==> src/rtl/uart_rx.sv <==
// uart_rx: 16x-oversampled UART receiver with parity and framing checks.
// Each completed frame is presented with a one-cycle valid pulse.
module uart_rx #(
    parameter int CLK_FREQ    = 50_000_000,
    parameter int BAUD_RATE   = 9600,
    parameter int BIT_LENGHT  = 8,
    parameter int PARITY_TYPE = 0,
    parameter int STOP_BITS   = 1
) (
    input  logic                  iClk,
    input  logic                  iRst,
    input  logic                  iRx,
    output logic [BIT_LENGHT-1:0] oData_rx,
    output logic                  oValid_rx,
    output logic                  oParity_err,
    output logic                  oFrame_err,
    output logic                  oBusy_rx
);
    localparam int DIV = CLK_FREQ / (BAUD_RATE * 16);
    localparam int PW  = DIV > 1 ? $clog2(DIV) : 1;

    if (DIV < 1 || BIT_LENGHT < 5 || BIT_LENGHT > 8 || PARITY_TYPE < 0 || PARITY_TYPE > 2 || STOP_BITS < 1) begin : gBadParam
        $error("uart_rx: unsupported parameter set");
    end

    typedef enum logic [2:0] {IDLE, START, DATA, PARITY, STOP, WAIT_IDLE} stateT;

    stateT                 state, nextState;
    logic                  rxMeta, rxS;
    logic [PW-1:0]         presc;
    logic [3:0]            tickCnt;
    logic [2:0]            bitIdx;
    logic [BIT_LENGHT-1:0] shiftReg;
    logic                  parityErr, osTick, midBit, lastBit, tickClr;

    assign osTick  = presc == PW'(DIV - 1);
    assign midBit  = osTick && tickCnt == 4'd15;
    assign lastBit = bitIdx == 3'(BIT_LENGHT - 1);

    always_comb begin
        nextState = state;
        tickClr   = 1'b0;
        case (state)
            IDLE:      if (osTick && !rxS) begin nextState = START; tickClr = 1'b1; end
            START:     if (osTick && tickCnt == 4'd7) begin nextState = rxS ? IDLE : DATA; tickClr = 1'b1; end
            DATA:      if (midBit && lastBit) begin nextState = PARITY_TYPE != 0 ? PARITY : STOP; tickClr = 1'b1; end
            PARITY:    if (midBit) begin nextState = STOP; tickClr = 1'b1; end
            STOP:      if (midBit) begin nextState = rxS ? IDLE : WAIT_IDLE; tickClr = 1'b1; end
            WAIT_IDLE: if (rxS) nextState = IDLE;
            default:   nextState = IDLE;
        endcase
    end

    always_ff @(posedge iClk or negedge iRst) begin
        if (!iRst) state <= IDLE;
        else       state <= nextState;
    end

    always_ff @(posedge iClk or negedge iRst) begin
        if (!iRst) begin
            rxMeta      <= 1'b1;
            rxS         <= 1'b1;
            presc       <= '0;
            tickCnt     <= '0;
            bitIdx      <= '0;
            shiftReg    <= '0;
            parityErr   <= 1'b0;
            oData_rx    <= '0;
            oValid_rx   <= 1'b0;
            oParity_err <= 1'b0;
            oFrame_err  <= 1'b0;
            oBusy_rx    <= 1'b0;
        end else begin
            rxMeta      <= iRx;
            rxS         <= rxMeta;
            presc       <= osTick ? '0 : presc + 1'b1;
            tickCnt     <= tickClr ? 4'd0 : osTick ? tickCnt + 4'd1 : tickCnt;
            oValid_rx   <= 1'b0;
            oParity_err <= 1'b0;
            oFrame_err  <= 1'b0;
            oBusy_rx    <= nextState != IDLE;
            if (state == START) begin
                bitIdx    <= '0;
                parityErr <= 1'b0;
            end
            if (state == DATA && midBit) begin
                shiftReg[bitIdx] <= rxS;
                bitIdx           <= bitIdx + 3'd1;
            end
            // odd parity expects an odd count of ones across data and parity bit
            if (state == PARITY && midBit)
                parityErr <= PARITY_TYPE == 1 ? ~(^shiftReg ^ rxS) : (^shiftReg ^ rxS);
            if (state == STOP && midBit) begin
                oData_rx    <= shiftReg;
                oValid_rx   <= 1'b1;
                oParity_err <= parityErr;
                oFrame_err  <= ~rxS;
            end
        end
    end
endmodule
==> config.mk <==
export PLATFORM = sky130hd
export DESIGN_NAME = uart_rx
export DESIGN_NICKNAME = d
export VERILOG_FILES = /design/src/rtl/uart_rx.sv
export SDC_FILE = /design/constraint.sdc
export NUM_CORES = 1
export LEC_CHECK = 0
export ABC_AREA = 1
export CAP_MARGIN = 10
export CELL_PAD_IN_SITES_DETAIL_PLACEMENT = 0
export CELL_PAD_IN_SITES_GLOBAL_PLACEMENT = 1
export CORE_UTILIZATION = 25
export CTS_BUF_LIST = sky130_fd_sc_hd__clkbuf_8
export DETAILED_ROUTE_END_ITERATION = 7
export PLACE_DENSITY = 0.56
export RECOVER_POWER = 100
export SLEW_MARGIN = 10
export SYNTH_ARGS = -nofsm -noshare
export SYNTH_HDL_FRONTEND = slang
export SYNTH_SLANG_ARGS = --single-unit
==> constraint.sdc <==
create_clock -name iClk -period 2.4 [get_ports iClk]
set_input_delay 0.48 -clock iClk [delete_from_list [all_inputs] [get_ports iClk]]
set_output_delay 0.48 -clock iClk [all_outputs]
set_load 0.02 [all_outputs]
==> impl_metrics.tcl, run 1 <==
set metrics [dict create \
    status "finished, final reports clean" \
    track_usage_pct 11.3 \
    cts_inserted_buffers 5 \
    drtAntennaViolNets 0 \
    syn_nets 279 \
    yosysUniqueCellTypes 25 \
    ys_warn_count 0 \
    slowest_delay_ns 0.41 \
    synth-seq-area-share_pct 48.7 \
    dp_hpwl_um 3210 \
    end_kind "register" \
    wl_per_cell_um 10.8 \
    final_core_util_pct 30.0 \
    rsz0062_at_grt "no" \
    synth_edf_count 0 \
    start_util_pct 26.1 \
    cts_root_buf "clkbuf_8" \
    tritoncts "yes" \
    clock_latency_ns 0.29 \
    stdcell_area_um2 2490 \
    max_freq_mhz 525 \
    syn2layout_area_growth_pct 15.2 \
    synth_flop_cell "dfrtp_1" \
    slew_headroom_pct 12.9 \
    cp.arrival_ns 2.13 \
    nets 298 \
    dpl.cell_count 388 \
    gr-total-overflow 0 \
    fin_worst_skew_ns 0.00684 \
    worst_pin_slew_ns 1.31 \
    drc 0 \
    whs_ns 0.358 \
    synthesis.area_um2 2160 \
    worstPathRequired_ns 2.63 \
    first_pass_iters 4 \
    synth_top_family_by_area "simple AND/OR/NAND/NOR gates" \
    place_congestion 0.808 \
    hold_viol 0 \
    wl_um 4270 \
    path_max_fanout 12 \
    cp_top_family "simple AND/OR/NAND/NOR gates" \
    layoutNonFillerInstCount 396 \
    synth_compound_area_share_pct 4.86 \
    htree_levels 2 \
    avgSynthCellArea_um2 7.98 \
    dpl_cell_area_um2 2420 \
    grt_first_pass_wirelength_um 7850 \
    syn_inst 271 \
    grt_pass1_vias 1662 \
    grt_max_degree 23 \
    multiInputGateArea_um2 906 \
    boundaryPins 15 \
    cp_slowest_cell "dfrtp_1" \
    setup_viol 0 \
    clk_pin_slew_ns 0.08 \
    ys_ff_latch 42 \
    n_fill_cell 899 \
    drt_iter0_drc 58 \
    die_w_um 95.0 \
    synthMuxAreaShare_pct 0 \
    clk_path_buf_depth 2 \
    cp_cell_sequence "inv_1, ha_1, nand2_1, nor2_1, nand3_1, inv_2, nand2_2, nor2_2, nor2_1, nand3_1" \
    synth_xor_area_share_pct 4.46 \
    criticalPathCategory "reg2reg" \
    vias_per_cell 4.15 \
    core_region_area_um2 8300 \
    worst_setup_path_start_kind "register" \
    layout-drive-gt1-share_pct 6.53 \
    vdd_drop_max_v 0.000152 \
    register_area_um2 1050 \
    cts_setup_buffers 0 \
    cts_hold_buf 0 \
    path_buf_inv 2 \
    rows 33 \
    port_buffers 14 \
    finalCritPeriodShare_pct 79.3 \
    numClockSinks 42 \
    die_area_um2 9020 \
    dr_total_vias 1642 \
    antenna_cells 0 \
    min_path_type "reg2reg" \
    p_leak_uw 0.00130 \
    drv_slew 0 \
    fin_setup_tns_ns 0 \
    cap_viol_max_count 0 \
    p_per_area_nw_per_um2 489 \
    synthSimpleGateAreaFrac_pct 30.8 \
    synth-async-reset-ratio_pct 100 \
    synthAdderAreaFrac_pct 2.89 \
    antenna_found_initial 0 \
    dieHeight_um 95.0 \
    cts_resized 0 \
    min_period_ns 1.90 \
]
-- stage by stage --
step / power, uW / worst slack, ns
6_report: 1220 / 0.496
5_1_grt: 1280 / 0.245
4_1_cts: 1260 / 0.604
3_5_place_dp: 753 / 0.617
3_3_place_gp: 753 / 0.593
2_1_floorplan: 729 / 0.927
-- final timing paths --
check	endpoint	cells after the start	start	slack (ns)
max reg2reg	oBusy_rx$_DFF_PN0_	10	presc[0]$_DFF_PN0_	0.50
max	oBusy_rx$_DFF_PN0_	10	presc[0]$_DFF_PN0_	0.50
min	rxS$_DFF_PN1_	0	rxMeta$_DFF_PN1_	0.36
min reg2reg	rxS$_DFF_PN1_	0	rxMeta$_DFF_PN1_	0.36
max in group asynchronous	rxMeta$_DFF_PN1_	2	iRst	1.14
min in group asynchronous	tickCnt[0]$_DFFE_PN0P_	1	iRst	0.46
-- placed cells by master (no fill, tap or decap), types with 2 or more instances in the layout --
master | Yosys | routed
ha_1 | 5 | 5
nor2_1 | 22 | 23
xor2_1 | 7 | 7
a21oi_1 | 3 | 3
dfrtp_1 | 40 | 40
nor2_2 | 2 | 2
nor3_1 | 8 | 9
nand3_1 | 21 | 22
nor2_4 | 4 | 3
inv_1 | 38 | 38
dlygate4sd3_1 | 0 | 13
nand2_1 | 84 | 84
o21ai_0 | 7 | 14
nand4_1 | 3 | 3
xnor2_1 | 4 | 4
dfstp_2 | 2 | 2
clkbuf_8 | 0 | 6
o21ai_1 | 11 | 4
-- worst register-to-register path, delay by kind of cell, from the launching register on --
| family | cells | cell delay (ns) |
|---|---|---|
| DFF | 1 | 0.41 |
| buffers and inverters | 2 | 0.22 |
| and+or+nand+nor | 7 | 1.08 |
| adders and majority gates | 1 | 0.15 |
-- per-layer routing --
layer / global-route usage (%) / vias up / routed length [um]
met3: 2.66 / 6 / 98
met5: 0 / - / 0
li1: - / 880 / -
met4: 4.42 / 0 / 71
met2: 16.8 / 17 / 1840
met1: 15.8 / 739 / 2260
-- where the power goes --
group          leakage, uW  switching [uW]  internal [uW]  total (uW)
registers         0.000566            1.69            710         712
clock network    0.0000472             251            232         482
logic             0.000686            18.2           5.45        23.7
total              0.00130             271            947        1220
-- registers in the layout, indices dropped and copies added (netlist names) --
register and cells:
presc 9, oData_rx 8, shiftReg 8, tickCnt 4
bitIdx 3, state 3, oBusy_rx 1, oFrame_err 1
oParity_err 1, oValid_rx 1, parityErr 1, rxMeta 1
rxS 1
-- area by class of cell --
cell class | count | share of cell area, %
multi-input cells | 186 | 36.4
inverters | 40 | 6.03
clock buffers | 6 | 3.32
clock inverters | 2 | 0.503
well taps | 105 | 5.28
repair buffers | 15 | 6.18
flip-flops and latches | 42 | 42.3
-- synthesized netlist by cell type (all sizes together) (3+ instances only) --
cell	count	area share, %
nand2	85	15
dfrtp	40	46
inv	39	6.8
nor2	28	6.5
nand3	22	5.7
o21ai	18	4.2
nor3	9	2.3
xor2	7	2.8
ha	5	2.9
xnor2	4	1.6
a21oi	3	0.69
buf	3	1.3
nand4	3	0.87
-- logic make-up (layout without fill, tap and decap cells) --
logic type | count (synthesis) | in the layout
simple gates | 149 | 149
xor+xnor | 11 | 11
buf+inv | 43 | 63
fa+ha+maj | 5 | 5
flops | 42 | 42
compound gates | 21 | 21
Note: power is estimated with default switching activity, not from simulation.
==> inputs of run 2 (changes only) <==
PLACE_DENSITY = 0.58   (was 0.56)
clock period = 1.7 ns   (was 2.4 ns; I/O delays follow)
==> run 2 against run 1 <==
Routed wire length up 4.7%; largest power group unchanged; largest cell class unchanged; via count increased by 3.0%; sequential cell count unchanged; clock power up 28%; critical path type is now reg2out; worst hold slack worse by 0.0013 ns; utilization rose by 1.8 points; first-iteration DRC count decreased by 26%; combinational power increased by 72%; sequential power up 40%; global-route usage is 0.090 points lower; cell count is 2.8% higher.
==> impl_metrics.tcl, run 2 (synthesis gave the netlist of run 1 again) <==
set metrics [dict create \
    status "finished, final reports clean" \
    start_util_pct 26.1 \
    worst_setup_path_start_kind "register" \
    slew_headroom_pct 66.8 \
    max_freq_mhz 618 \
    cap_viol_max_count 0 \
    p_leak_uw 0.00132 \
    core_region_area_um2 8300 \
    die_w_um 95.0 \
    top_register "presc" \
    dp_hpwl_um 3330 \
    worstPathRequired_ns 1.36 \
    syn2layout_area_growth_pct 22.0 \
    slowest_delay_ns 0.61 \
    vias_per_cell 4.16 \
    largest_reg_flops 9 \
    min_period_ns 1.62 \
    die_area_um2 9020 \
    numClockSinks 42 \
    grt_max_degree 25 \
    layout-drive-gt1-share_pct 14.2 \
    cp.arrival_ns 1.28 \
    nets 310 \
    port_buffers 14 \
    vdd_drop_max_v 0.000220 \
    cp_cell_sequence "clkdlybuf4s50_1" \
    wl_per_cell_um 11.0 \
    path_buf_inv 1 \
    whs_ns 0.357 \
    end_kind "primary output" \
    grt_first_pass_wirelength_um 7690 \
    cp_slowest_cell "clkdlybuf4s50_1" \
    antenna_cells 0 \
    fin_ws_ns 0.0807 \
    drt_iter0_drc 43 \
    p_per_area_nw_per_um2 631 \
    finalCritPeriodShare_pct 95.3 \
    rows 33 \
    hold_viol 0 \
    final_common_cell "nand2_1" \
    track_usage_pct 11.2 \
    drc 0 \
    antenna_found_initial 0 \
    place_congestion 0.828 \
    path_max_fanout 2 \
    cp_top_family "buffers and inverters" \
    reg_top3 "presc x9, oData_rx x8, shiftReg x8" \
    wl_um 4470 \
    total_power_uw 1660 \
    clk_path_buf_depth 2 \
    tritoncts "yes" \
    multiInputGateArea_um2 960 \
    first_pass_iters 4 \
    dr_total_vias 1692 \
    worst_pin_slew_ns 0.497 \
    clk_pin_slew_ns 0.08 \
    criticalPathCategory "reg2out" \
    min_path_type "reg2reg" \
    pre_cts_ws_ns -0.0168 \
    htree_levels 2 \
    layout_common_cells "82 x nand2_1, 40 x dfrtp_1, 37 x inv_1" \
    register_area_um2 1050 \
    drv_slew 0 \
    setup_viol 0 \
    dieHeight_um 95.0 \
    fin_worst_skew_ns 0.0105 \
    n_fill_cell 893 \
    boundaryPins 15 \
    rsz0062_at_grt "no" \
    gr-total-overflow 0 \
    drtAntennaViolNets 0 \
    cts_root_buf "clkbuf_8" \
    fin_setup_tns_ns 0 \
    grt_pass1_vias 1579 \
    cts_inserted_buffers 5 \
    clock_latency_ns 0.29 \
]
run 2: cell count changes in the layout (fill, tap and decap cells not counted), moves of 4 or more:
cell	delta
nor2_1	-4
clkdlybuf4s50_1	+12
dlygate4sd3_1	-11
o21ai_1	+5
buf_4	+8
o21ai_0	-6
run 2: layer usage:
metal | vias to the layer above | global-route usage (%) | part of all wire (%)
met2 | 15 | 16.5 | 43
met4 | 0 | 4.17 | 1.7
met3 | 5 | 2.74 | 2.2
met1 | 769 | 15.7 | 53
li1 | 903 | - | -
met5 | - | 0 | 0
run 2: path summary, 6_finish.rpt:
check,to,slack [ns],depth (start not counted),from
setup / recovery,oData_rx[1],0.08,1,oData_rx[1]$_DFFE_PN0P_
hold / removal,rxS$_DFF_PN1_,0.36,0,rxMeta$_DFF_PN1_
setup reg to reg,oData_rx[3]$_DFFE_PN0P_,0.11,10,presc[1]$_DFF_PN0_
hold reg to reg,rxS$_DFF_PN1_,0.36,0,rxMeta$_DFF_PN1_
max in group asynchronous,rxMeta$_DFF_PN1_,0.58,3,iRst
min in group asynchronous,tickCnt[0]$_DFFE_PN0P_,0.53,2,iRst
run 2: layout make-up:
class,instances,area share [%]
clock inverters,2,0.380
inverters,40,5.83
flip-flops and latches,42,39.9
multi-input cells,186,36.4
repair buffers,27,9.87
clock buffers,5,2.61
well taps,105,4.98
run 2: timing repair:
item / in CTS / in global routing
hold buffers: 1 / 0
hold endpoints to repair: 1 / 0
resized for setup: 0 / 11
setup buffers: 2 / 5
endpoints found under the setup margin: 1 / 27
pin swaps: 1 / 4
run 2: per-stage QoR:
step / area [um^2] / util [%] / cells
final: 2640 / 31.8 / 407
after global routing: 2640 / 31.8 / 407
after CTS: 2570 / 30.9 / 402
after detailed placement: 2450 / 29.5 / 392
after global placement: 2450 / 29.5 / 392
after floorplan: 2160 / - / 271
run 2: power breakdown:
group,switching (uW),internal (uW),total (uW)
Combinational,28.4,12.5,40.8
Clock,343,276,619
Sequential,0.826,1000,1000
Total,372,1290,1660
==> edit, RTL diff (flow settings as in run 2) <==
Reset style: synchronous (`iRst`), changed in 2 clocked blocks.
--- a/src/rtl/uart_rx.sv
+++ b/src/rtl/uart_rx.sv
@@ -53,3 +53,3 @@
 
-    always_ff @(posedge iClk or negedge iRst) begin
+    always_ff @(posedge iClk) begin
         if (!iRst) state <= IDLE;
@@ -58,3 +58,3 @@
 
-    always_ff @(posedge iClk or negedge iRst) begin
+    always_ff @(posedge iClk) begin
         if (!iRst) begin
Function: same outputs for any inputs over 10 cycles, from zero or initial values and one cycle with iRst low; that may be too few to reach the edited logic, so the function may still have changed.
==> edit against run 2 <==
  * Wire length down 2.5%
  * Final area decreased by 3.3%
  * Core utilization rose by 0.71 points
  * Sequential cell count stayed put
  * Setup slack improved by 19 ps
  * Synthesized area down 4.9%
  * Total power is 5.5% higher
  * Largest cell class is now multi-input combinational cells
  * Synthesized cell count up 7.0%
==> edit: results (changes against run 2) <==
Critical path
  • Flop-to-flop setup slack: 100 ps
  • Crit path DAT: 1800 ps (+520 ps)
  • R2R depth: 11 (+1)
  • R2r startpoint: presc[0]
  • Worst-path fanout max: 4 (+2)
  • Worst r2r dst: shiftReg[1]

Logic synthesis
  • Synth Area in Compound Gates: 0.07543 (+0.02681)
  • Register area share after synthesis: 0.4088 (-0.07851)
  • Post-synthesis adder-cell area fraction: 0.03041 (+0.001478)
  • Avg Cell Area, Syn: 7.093 um2 (-11%)
  • Post-synth top cells: nand2_1 (76), dfxtp_1 (42), inv_1 (39), nor2_1 (33), a21oi_1 (16)
  • Xor/xnor cell area share of the yosys netlist: 0.04684 (+0.002277)
  • Syn nets: 298 (+6.8%)
  • Fraction of registers with async set/reset: 0 (-1.000)
  • Cell variety after synth: 29 (+16%)
  • Synth warn: 0 (unchanged)
  • Synth top area cells: dfxtp_1 (41%), nand2_1 (14%), inv_1 (7.1%)
  • Most used flip-flop cell after synthesis: dfxtp_1

Finish
  • Biggest regs: presc: 9 flops, oData_rx: 8 flops, shiftReg: 8 flops
  • # diodes: 0 (unchanged)
  • Layout cells sized above 1: 0.1620 (+0.01961)
  • Fin nets: 328 (+5.8%)
  • Fillcell total: 880 (-1.5%)

Routing
  • Post-DR vias/cell: 4.123 (-0.83%)
  • DRT Pass-1 Iters: 4 (unchanged)
  • DRT iter0 DRCs: 36 (-16%)
  • Wire length per cell: 10.31 um (-6.2%)
  • Final WL: 4360 um (-2.5%)

Clocking
  • Total CTS buffers: 5 (unchanged)
  • Clk pin slew, worst setup/hold paths: 90 ps
  • Clock root buffer: clkbuf_8
  • Clk_lat worst skew: 300 ps

Timing
  • Worst Skew: 10.59 ps (+0.06450 ps)
  • Slew at the pin closest to its max-slew limit: 403.9 ps (-93.45 ps)

Outcome
  • Status: complete, no violations

Min path
  • Worst hold path startpoint: rxMeta
  • Worst Hold End: rxS
  • Worst Hold Depth: 1 (+1)

Placement
  • GPL Wtd Cong: 0.7638 (-7.8%)
  • Placed Cells: 407 (+3.8%)
  • Placement Cell Area: 0.002355 mm2 (-3.9%)
  • HPWL after detailed placement: 3155 um (-5.3%)

GRT
  • Vias in the first global route: 1630 (+3.2%)
  • Total Routing Usage GR: 0.1118 (-0.0004219)
  • First-pass GRT wire length: 7527 um (-2.2%)
  • Initial antenna violation count: 0 (unchanged)
  • Pin count of the biggest net entering global routing: 19 (-24%)

Pwr
  • Leak: 1.156 nW (-12%)
  • Maximum VDD drop: 0.3200 mV (+46%)
  • Int Pwr: 1.344 mW (+4.1%)
==> edit: through the flow <==
stage / hold WS, ps / power [mW] / TNS (ps) / setup WS (ps)
after floorplan: 392.5 / 1.051 / 0 / 233.5
after global placement: 395.2 / 1.073 / 0 / 74.10
after detailed placement: 398.4 / 1.073 / 0 / 64.53
after CTS: 421.2 / 1.778 / 0 / 53.15
after global routing: 426.0 / 1.826 / -46.96 / -22.40
final: 421.4 / 1.755 / 0 / 99.85
==> edit: logic make-up (layout without fill, tap and decap cells) <==
logic type,count (synthesis),in the layout
and+or+nand+nor,153,153
buffers and inverters,50,81
adders and majority gates,5,5
xor gates and xnor gates,11,11
AOI/OAI and AO/OA,29,29
DFF,42,42
==> edit: worst max-delay path, cell delays in order, from the launching register on <==
cell and delay (ps):
dfxtp_2 330, inv_1 50, ha_2 160, nand2_2 60, nor2_4 130, nand3_4 110, nor2_4 210, inv_4 70
nor2_8 150, nand2_2 80, nor2_1 90, nor2_1 50
==> edit: timing repair <==
action,in CTS,in global routing
hold buffers,0,0
buffers inserted,0,8
endpoints found under the setup margin,0,16
resized for setup,0,12
==> edit: routing by layer <==
layer / global-route usage / share of wire / vias to the layer above
met3: 0.02709 / 0.023 / 5
met4: 0.04231 / 0.018 / 0
met5: 0 / 0 / -
met2: 0.1716 / 0.42 / 17
met1: 0.1507 / 0.53 / 757
li1: - / - / 965
==> edit: area by class of cell <==
cell class / instances / area [um2] / share of cell area
sequential: 42 / 845.8 / 0.3317
inverter: 46 / 175.2 / 0.06869
clock inverter: 2 / 12.51 / 0.004907
tap: 102 / 127.6 / 0.05005
multi-input combinational: 198 / 1044 / 0.4092
clock buffer: 6 / 82.58 / 0.03238
timing repair buffer: 27 / 262.8 / 0.1030
==> edit: how the worst max path moves through the flow <==
stage	from	slack, ps	end	cells past startpoint
after CTS	presc[0]	50	shiftReg[5]	11
final	presc[0]	100	shiftReg[1]	11
after global placement	tickCnt[0]	70	shiftReg[3]	10
after floorplan	presc[0]	230	shiftReg[1]	11
after detailed placement	presc[0]	60	shiftReg[5]	11
after global routing	presc[0]	-20	shiftReg[1]	12
==> edit: power groups by stage <==
stage | Combinational (mW) | Sequential [mW] | Clock, mW
after CTS | 0.0528 | 0.997 | 0.728
after floorplan | 0.0322 | 1.02 | 0
after global routing | 0.0685 | 0.997 | 0.761
after global placement | 0.0531 | 1.02 | 0
after detailed placement | 0.0526 | 1.02 | 0
final | 0.0614 | 0.996 | 0.697
